===== src/rtl/iec_listener.sv =====
// IEC serial bus listener: ATN handling, command decode for its own device
// number, LSB-first byte reception with EOI detection and frame acknowledge.
// Received bytes go to the device core as single-cycle valid strobes.
module iec_listener #(
   parameter int DEVICE         = 8,
   parameter int CLKS_PER_US    = 8,
   parameter int EOI_TIMEOUT_US = 200,
   parameter int EOI_HOLD_US    = 60
) (
   input  logic       clk,
   input  logic       reset,
   input  logic       atn_i,
   input  logic       clock_i,
   input  logic       data_i,
   output logic       data_o,
   output logic       clock_o,
   output logic [7:0] rx_data,
   output logic       rx_valid,
   output logic       rx_eoi,
   output logic       rx_atn,
   input  logic       rx_ready,
   output logic       listening,
   output logic       talking,
   output logic [3:0] channel,
   output logic [3:0] sec_cmd
);

   localparam logic [15:0] EOI_TICKS  = 16'(EOI_TIMEOUT_US * CLKS_PER_US);
   localparam logic [15:0] HOLD_TICKS = 16'(EOI_HOLD_US * CLKS_PER_US);
   localparam logic [4:0]  DEV        = 5'(DEVICE);
   localparam logic [7:0]  LISTEN_CMD = {3'b001, DEV};

   typedef enum logic [2:0] {
      IDLE, WAIT_REL, READY, EOI_ACK, EOI_WAIT, BIT_LO, BIT_HI, ACK
   } state_t;

   state_t      state_reg;
   logic [2:0]  sync1_reg;
   logic [2:0]  sync2_reg;
   logic        atn_prev_reg;
   logic        clk_prev_reg;
   logic        atn_mode_reg;
   logic        eoi_reg;
   logic [3:0]  bit_cnt_reg;
   logic [7:0]  shift_reg;
   logic [15:0] timer_reg;

   logic atn_s, clk_s, dat_s;
   logic atn_fall, atn_rise, clk_rise, clk_fall;

   assign atn_s    = sync2_reg[2];
   assign clk_s    = sync2_reg[1];
   assign dat_s    = sync2_reg[0];
   assign atn_fall = atn_prev_reg & ~atn_s;
   assign atn_rise = ~atn_prev_reg & atn_s;
   assign clk_rise = ~clk_prev_reg & clk_s;
   assign clk_fall = clk_prev_reg & ~clk_s;

   // This block only listens; the CLK line is never pulled.
   assign clock_o = 1'b1;

   // Two-flop synchronizers for ATN, CLK and DATA; idle lines read as high.
   always_ff @(posedge clk) begin
      if (reset) begin
         sync1_reg <= 3'b111;
         sync2_reg <= 3'b111;
      end else begin
         sync1_reg <= {atn_i, clock_i, data_i};
         sync2_reg <= sync1_reg;
      end
   end

   // Bus protocol FSM with registered DATA drive, receive strobe and address flags.
   always_ff @(posedge clk) begin
      if (reset) begin
         state_reg    <= IDLE;
         data_o       <= 1'b1;
         rx_data      <= 8'h00;
         rx_valid     <= 1'b0;
         rx_eoi       <= 1'b0;
         rx_atn       <= 1'b0;
         listening    <= 1'b0;
         talking      <= 1'b0;
         channel      <= 4'h0;
         sec_cmd      <= 4'h0;
         atn_prev_reg <= 1'b1;
         clk_prev_reg <= 1'b1;
         atn_mode_reg <= 1'b0;
         eoi_reg      <= 1'b0;
         bit_cnt_reg  <= 4'd0;
         shift_reg    <= 8'h00;
         timer_reg    <= 16'd0;
      end else begin
         atn_prev_reg <= atn_s;
         clk_prev_reg <= clk_s;
         rx_valid     <= 1'b0;

         if (atn_fall) begin
            // Controller takes the bus: drop any partial byte and acknowledge ATN.
            atn_mode_reg <= 1'b1;
            bit_cnt_reg  <= 4'd0;
            state_reg    <= WAIT_REL;
            data_o       <= 1'b0;
         end else if (atn_rise) begin
            atn_mode_reg <= 1'b0;
            bit_cnt_reg  <= 4'd0;
            if (listening) begin
               state_reg <= WAIT_REL;
               data_o    <= 1'b0;
            end else begin
               state_reg <= IDLE;
               data_o    <= 1'b1;
            end
         end else begin
            case (state_reg)
               IDLE: begin
                  data_o <= 1'b1;
                  if (!atn_mode_reg && listening && !clk_s) begin
                     state_reg <= WAIT_REL;
                     data_o    <= 1'b0;
                  end
               end
               WAIT_REL: begin
                  data_o <= 1'b0;
                  // Command bytes are always accepted; data waits for the core.
                  if (clk_s && (atn_mode_reg || rx_ready)) begin
                     state_reg <= READY;
                     data_o    <= 1'b1;
                     timer_reg <= 16'd0;
                  end
               end
               READY: begin
                  timer_reg <= timer_reg + 16'd1;
                  if (!clk_s) begin
                     state_reg   <= BIT_LO;
                     eoi_reg     <= 1'b0;
                     bit_cnt_reg <= 4'd0;
                  end else if (timer_reg == EOI_TICKS - 16'd1) begin
                     state_reg <= EOI_ACK;
                     eoi_reg   <= 1'b1;
                     timer_reg <= 16'd0;
                     data_o    <= 1'b0;
                  end
               end
               EOI_ACK: begin
                  timer_reg <= timer_reg + 16'd1;
                  if (timer_reg == HOLD_TICKS - 16'd1) begin
                     state_reg <= EOI_WAIT;
                     data_o    <= 1'b1;
                  end
               end
               EOI_WAIT: begin
                  if (!clk_s) begin
                     state_reg   <= BIT_LO;
                     bit_cnt_reg <= 4'd0;
                  end
               end
               BIT_LO: begin
                  if (clk_rise) begin
                     shift_reg[bit_cnt_reg[2:0]] <= dat_s;
                     bit_cnt_reg <= bit_cnt_reg + 4'd1;
                     state_reg   <= BIT_HI;
                  end
               end
               BIT_HI: begin
                  if (clk_fall) begin
                     if (bit_cnt_reg == 4'd8) begin
                        state_reg <= ACK;
                        data_o    <= 1'b0;
                     end else begin
                        state_reg <= BIT_LO;
                     end
                  end
               end
               ACK: begin
                  rx_valid    <= 1'b1;
                  rx_data     <= shift_reg;
                  rx_eoi      <= eoi_reg;
                  rx_atn      <= atn_mode_reg;
                  bit_cnt_reg <= 4'd0;
                  if (atn_mode_reg) begin
                     if (shift_reg == LISTEN_CMD)
                        listening <= 1'b1;
                     else if (shift_reg == 8'h3F)
                        listening <= 1'b0;
                     // 0x40..0x5F: talk to us, or untalk / talk to someone else.
                     if (shift_reg[7:5] == 3'b010)
                        talking <= (shift_reg[4:0] == DEV);
                     if ((shift_reg[7:5] == 3'b011 || shift_reg[7:5] == 3'b111) &&
                         (listening || talking)) begin
                        channel <= shift_reg[3:0];
                        sec_cmd <= shift_reg[7:4];
                     end
                  end
                  if (eoi_reg && !atn_mode_reg) begin
                     state_reg <= IDLE;
                     data_o    <= 1'b1;
                  end else begin
                     state_reg <= WAIT_REL;
                     data_o    <= 1'b0;
                  end
               end
               default: begin
                  state_reg <= IDLE;
                  data_o    <= 1'b1;
               end
            endcase
         end
      end
   end

endmodule


===== config.mk =====
export PLATFORM = sky130hd
export DESIGN_NAME = iec_listener
export DESIGN_NICKNAME = d
export VERILOG_FILES = /design/src/rtl/iec_listener.sv
export SDC_FILE = /design/constraint.sdc
export NUM_CORES = 1
export LEC_CHECK = 0
export ABC_CLOCK_PERIOD_IN_PS = 2850
export CORE_MARGIN = 4
export CORE_UTILIZATION = 55
export CTS_CLUSTER_SIZE = 16
export DETAILED_ROUTE_END_ITERATION = 6
export PLACE_DENSITY = 0.85
export SKIP_LAST_GASP = 1
export SYNTH_ARGS = -nofsm -noshare
export SYNTH_HDL_FRONTEND = slang
export SYNTH_SLANG_ARGS = --single-unit

===== constraint.sdc =====
create_clock -name clk -period 2.85 [get_ports clk]
set_clock_uncertainty 0.1 [all_clocks]
set_input_delay 0.855 -clock clk [delete_from_list [all_inputs] [get_ports clk]]
set_output_delay 0.855 -clock clk [all_outputs]
set_load 0.01 [all_outputs]

* Word level (Yosys, flattened, before mapping)
Cells that the tools add are included.
Storage, ports and cells: bits in registers 63, output and inout port bits 23
Operators by class: bitwise operators 10, reduce and logical (&&, ||, !) cells 31, equality and inequality tests 37, order comparisons 2, multiplexer cells 43, $add $sub $neg 2
Operators by type and width (number):
- $mux W16 | 3
- $pmux W16 S3 | 1
- $ne A4 B4 Y1 const B | 10
- $mux W3 | 9
- $pmux W3 S8 | 1
- $mux W1 | 22
- $ne A3 B3 Y1 const B | 6
- $add A16 B1 Y16 const B | 1
- $eq A16 B11 Y1 const B | 1
- $eq A16 B9 Y1 const B | 1
- $eq A8 B6 Y1 const B | 2
- $eq A3 B3 Y1 const B | 5
- $reduce_and A5 Y1 | 3
- $reduce_and A7 Y1 | 2
- $eq A3 B2 Y1 const B | 4
- $pmux W4 S3 | 1
- $reduce_and A4 Y1 | 3
- $bwmux W8 | 1
- $mux W4 | 2
- $reduce_bool A8 Y1 | 1
- $logic_and A1 B1 Y1 | 6
- $ne A2 B2 Y1 const B | 3
- $not A1 Y1 | 6
- $pmux W1 S6 | 1
- other kinds (20) | 30

* Longest topological paths before layout
depth in word-level cells 7, mapped depth 8

* Worst setup path after synthesis
No wires, ideal clock.
path kind input to register, start point input rx_ready, end point register timer_reg[15], buffers on the path 0, data arrival time 1.970 ns, setup slack 0.666 ns, required time 2.636 ns, stages 5, cell sequence o211ai_1 a2111oi_2 nand4_1 xor2_1 nor2_1
Between the ends: word-level cells in the longest chain between the ends 4
Ends and longest elaborated chain:
- start, declared | RTL line 21 | input logic rx_ready,
- $logic_or A1 B1 Y1 | RTL line 126 | if (clk_s && (atn_mode_reg || rx_ready)) begin
- $logic_and A1 B1 Y1 | RTL line 126
- $ne A2 B2 Y1 (no source line)
- $reduce_and A4 Y1 (no source line)
- end signal, assigned | RTL line 133 | timer_reg <= timer_reg + 16'd1;
- end signal, assigned | RTL line 146 | timer_reg <= timer_reg + 16'd1;
- end, declared | RTL line 46 | logic [15:0] timer_reg;
Every way passes these cells. A chain may end at the register's enable or synchronous reset.

* Final worst setup path
start point input rx_ready, end point register timer_reg[8]
Same word-level chain as after synthesis.

==> out/qor.yml <==
status:
  status: "finished, final reports clean"
timing:
  min_period_ps: 2400
  fmax_mhz: 416
  worst_slew_pin_slew_ps: 611
  final-setup-viol-count: 0
  final.setup.tns_ps: 0
  hold_viol: 0
  timing.slew.headroom_pct: 59.2
  rsz0062_at_grt: "false"
  min_period_over_period_pct: 84.3
  slew_violations: 0
  whs_ps: 308
pwr:
  p_leak_nw: 1.24
  max-vdd-ir-drop_mv: 0.387
  power_density_nw_per_um2: 563
setup_path:
  ff2ff_path_depth: 7
  timing.rr.end: "shift_reg[4]$_SDFFE_PP0P_"
  cp_top_family: "buffers and inverters"
  rrSetupSlack_ps: 570
  setup.worst_path.end_class: "flop"
  crit_cells: 7
  cp.arrival_ps: 2540
  timing.rr.start: "sync2_reg[2]$_SDFF_PP1_"
  path_cells: "clkdlybuf4s50_1 > o211ai_1 > a2111oi_2 > buf_4 > and4_1 > xnor2_1 > nor2_1"
  cpMaxStageDelayCell: "clkdlybuf4s50_1"
  crit_fanout: 5
  worstSetupPathType: "in -> reg"
  required_ps: 2980
  slowest_delay_ps: 510
  critPathBufInv: 2
  startpoint_type: "input port"
global_routing:
  grt_pass1_wl_um: 10600
  grt_start_max_net_pins: 31
  gr-total-overflow: 0
  grt_usage_pct: 20.7
  grt_antenna_before_repair: 0
  grt_pass1_vias: 2329
floorplan:
  die_area_um2: 6600
  die_w_um: 81.2
  dieHeight_um: 81.2
  ioPinCount: 29
  num_rows: 26
  core_area_um2: 5140
  initial_core_util_pct: 57.4
routing:
  drt_pass1_iterations: 5
  wl_per_cell_um: 13.8
  ant_nets: 0
  vias: 2547
  drt_iter0_drc: 312
  via_per_inst: 5.70
  drc_errors: 0
  drt-total-wl_um: 6190
place:
  port_buffers: 27
  gp_congestion: 0.953
  dp_hpwl_um: 4260
cts:
  post_cts_buffers: 0
  cts_max_level: 3
  cts.sinks: 63
  ctsHoldBuffers: 0
  clk_path_buf_depth: 2
  root_buffer: "clkbuf_8"
  cts_made_buffers: 9
  clk_latency_ps: 340
  cts_resized: 0
  clk_pin_slew_ps: 70
  cts_tree: "built"
synth:
  synth_area_um2: 2950
  syn_inst: 345
  ys_warn_count: 0
  synth_async_sr_flop_share_pct: 0
  synth_ff_type: "dfxtp_1"
  yosysSeqAreaShare_pct: 42.8
  ys_ff_latch: 63
  ys_types: 51
  synth_edf_count: 0
  avgSynthCellArea_um2: 8.55
  syn_nets: 356
layout:
  drive_gt1_share_pct: 11.1
  multi_input_area_um2: 1570
  seq_area_um2: 1260
  diodes: 0
  nFillCells: 443
  fin_nets: 383
  largest_reg_flops: 16
  final_common_cell: "dfxtp_1"
  layout_common_cells: "63 x dfxtp_1, 49 x nor2_1, 38 x nand2_1, 27 x clkdlybuf4s50_1, 21 x a21oi_1"
  area_delta_synth_final_pct: 18.6
run:
  max_cap_viol_count: 0
hold_path:
  worst_hold_path.endpoint: "sync2_reg[2]$_SDFF_PP1_"
  hp-start: "sync1_reg[2]$_SDFF_PP1_"
  min_path_cells: 1
  hold_path.class: "reg -> reg"
-- Yosys cell counts (4+ instances only) --
library cell / instances / area, µm²
nor3_1: 11 / 55.1
nand2b_1: 6 / 37.5
xor2_1: 11 / 96.3
nand4_1: 6 / 37.5
nand3_1: 12 / 60.1
inv_1: 8 / 30.0
mux2i_1: 17 / 170
a21oi_1: 21 / 105
clkbuf_1: 17 / 63.8
xnor2_1: 6 / 52.6
nor2_1: 49 / 184
or3_1: 4 / 25.0
o21ai_0: 6 / 30.0
ha_1: 5 / 62.6
nand2_1: 38 / 143
nand3b_1: 4 / 30.0
dfxtp_1: 63 / 1260
or2_2: 9 / 56.3
-- metal layers --
layer / part of all wire, % / global-route usage, % / vias up
li1: - / - / 1250
met1: 46 / 26.6 / 1200
met2: 46 / 33.4 / 85
met3: 5.8 / 5.10 / 12
met4: 1.8 / 7.94 / 0
met5: 0 / 0 / -
-- worst max path at each step --
stage	start	endpoint	slack (ps)
after floorplan	rx_ready	timer_reg[15]$_SDFFE_PP0P_	670
after global placement	rx_ready	timer_reg[8]$_SDFFE_PP0P_	160
after detailed placement	rx_ready	timer_reg[8]$_SDFFE_PP0P_	120
after CTS	rx_ready	timer_reg[8]$_SDFFE_PP0P_	470
after global routing	rx_ready	timer_reg[15]$_SDFFE_PP0P_	340
final	rx_ready	timer_reg[8]$_SDFFE_PP0P_	450
-- through the flow --
| stage | total power (W) | worst slack [ps] | util (%) | cell area [µm²] | std cells |
|---|---|---|---|---|---|
| after detailed placement | 0.00119 | 121 | 64.0 | 3290 | 431 |
| after global routing | 0.00205 | 344 | 68.1 | 3500 | 447 |
| after floorplan | 0.00113 | 666 | - | 2950 | 345 |
| after CTS | 0.00198 | 467 | 68.1 | 3500 | 447 |
| final | 0.00197 | 446 | 68.1 | 3500 | 447 |
| after global placement | 0.00118 | 155 | 64.0 | 3290 | 431 |
-- cell type report --
type	instances	share of cell area, %
Tap cell	70	2.50
Clock inverter	5	1.61
Clock buffer	11	4.33
Timing Repair Buffer	36	9.66
Inverter	8	0.858
Sequential cell	63	36.1
Multi-Input combinational cell	254	45.0
-- cells by family (layout without fill, tap and decap cells) --
family / Yosys count / after routing / synth area share [%]
flops: 63 / 63 / 42.8
mux: 17 / 17 / 5.77
compound gates: 52 / 52 / 12.0
xor+xnor: 17 / 17 / 5.05
buf+inv: 28 / 60 / 3.86
simple gates: 162 / 162 / 28.3
fa+ha+maj: 5 / 5 / 2.12
other cells: 1 / 1 / 0.127
-- where the power goes --
group          internal (W)  leakage, nW  switching, W  total (W)
clock              0.000450        0.105      0.000347   0.000796
combinational     0.0000967        0.625      0.000142   0.000239
sequential         0.000901        0.510     0.0000336   0.000935
total               0.00145         1.24      0.000523    0.00197
Note: power is estimated with default switching activity, not from simulation.
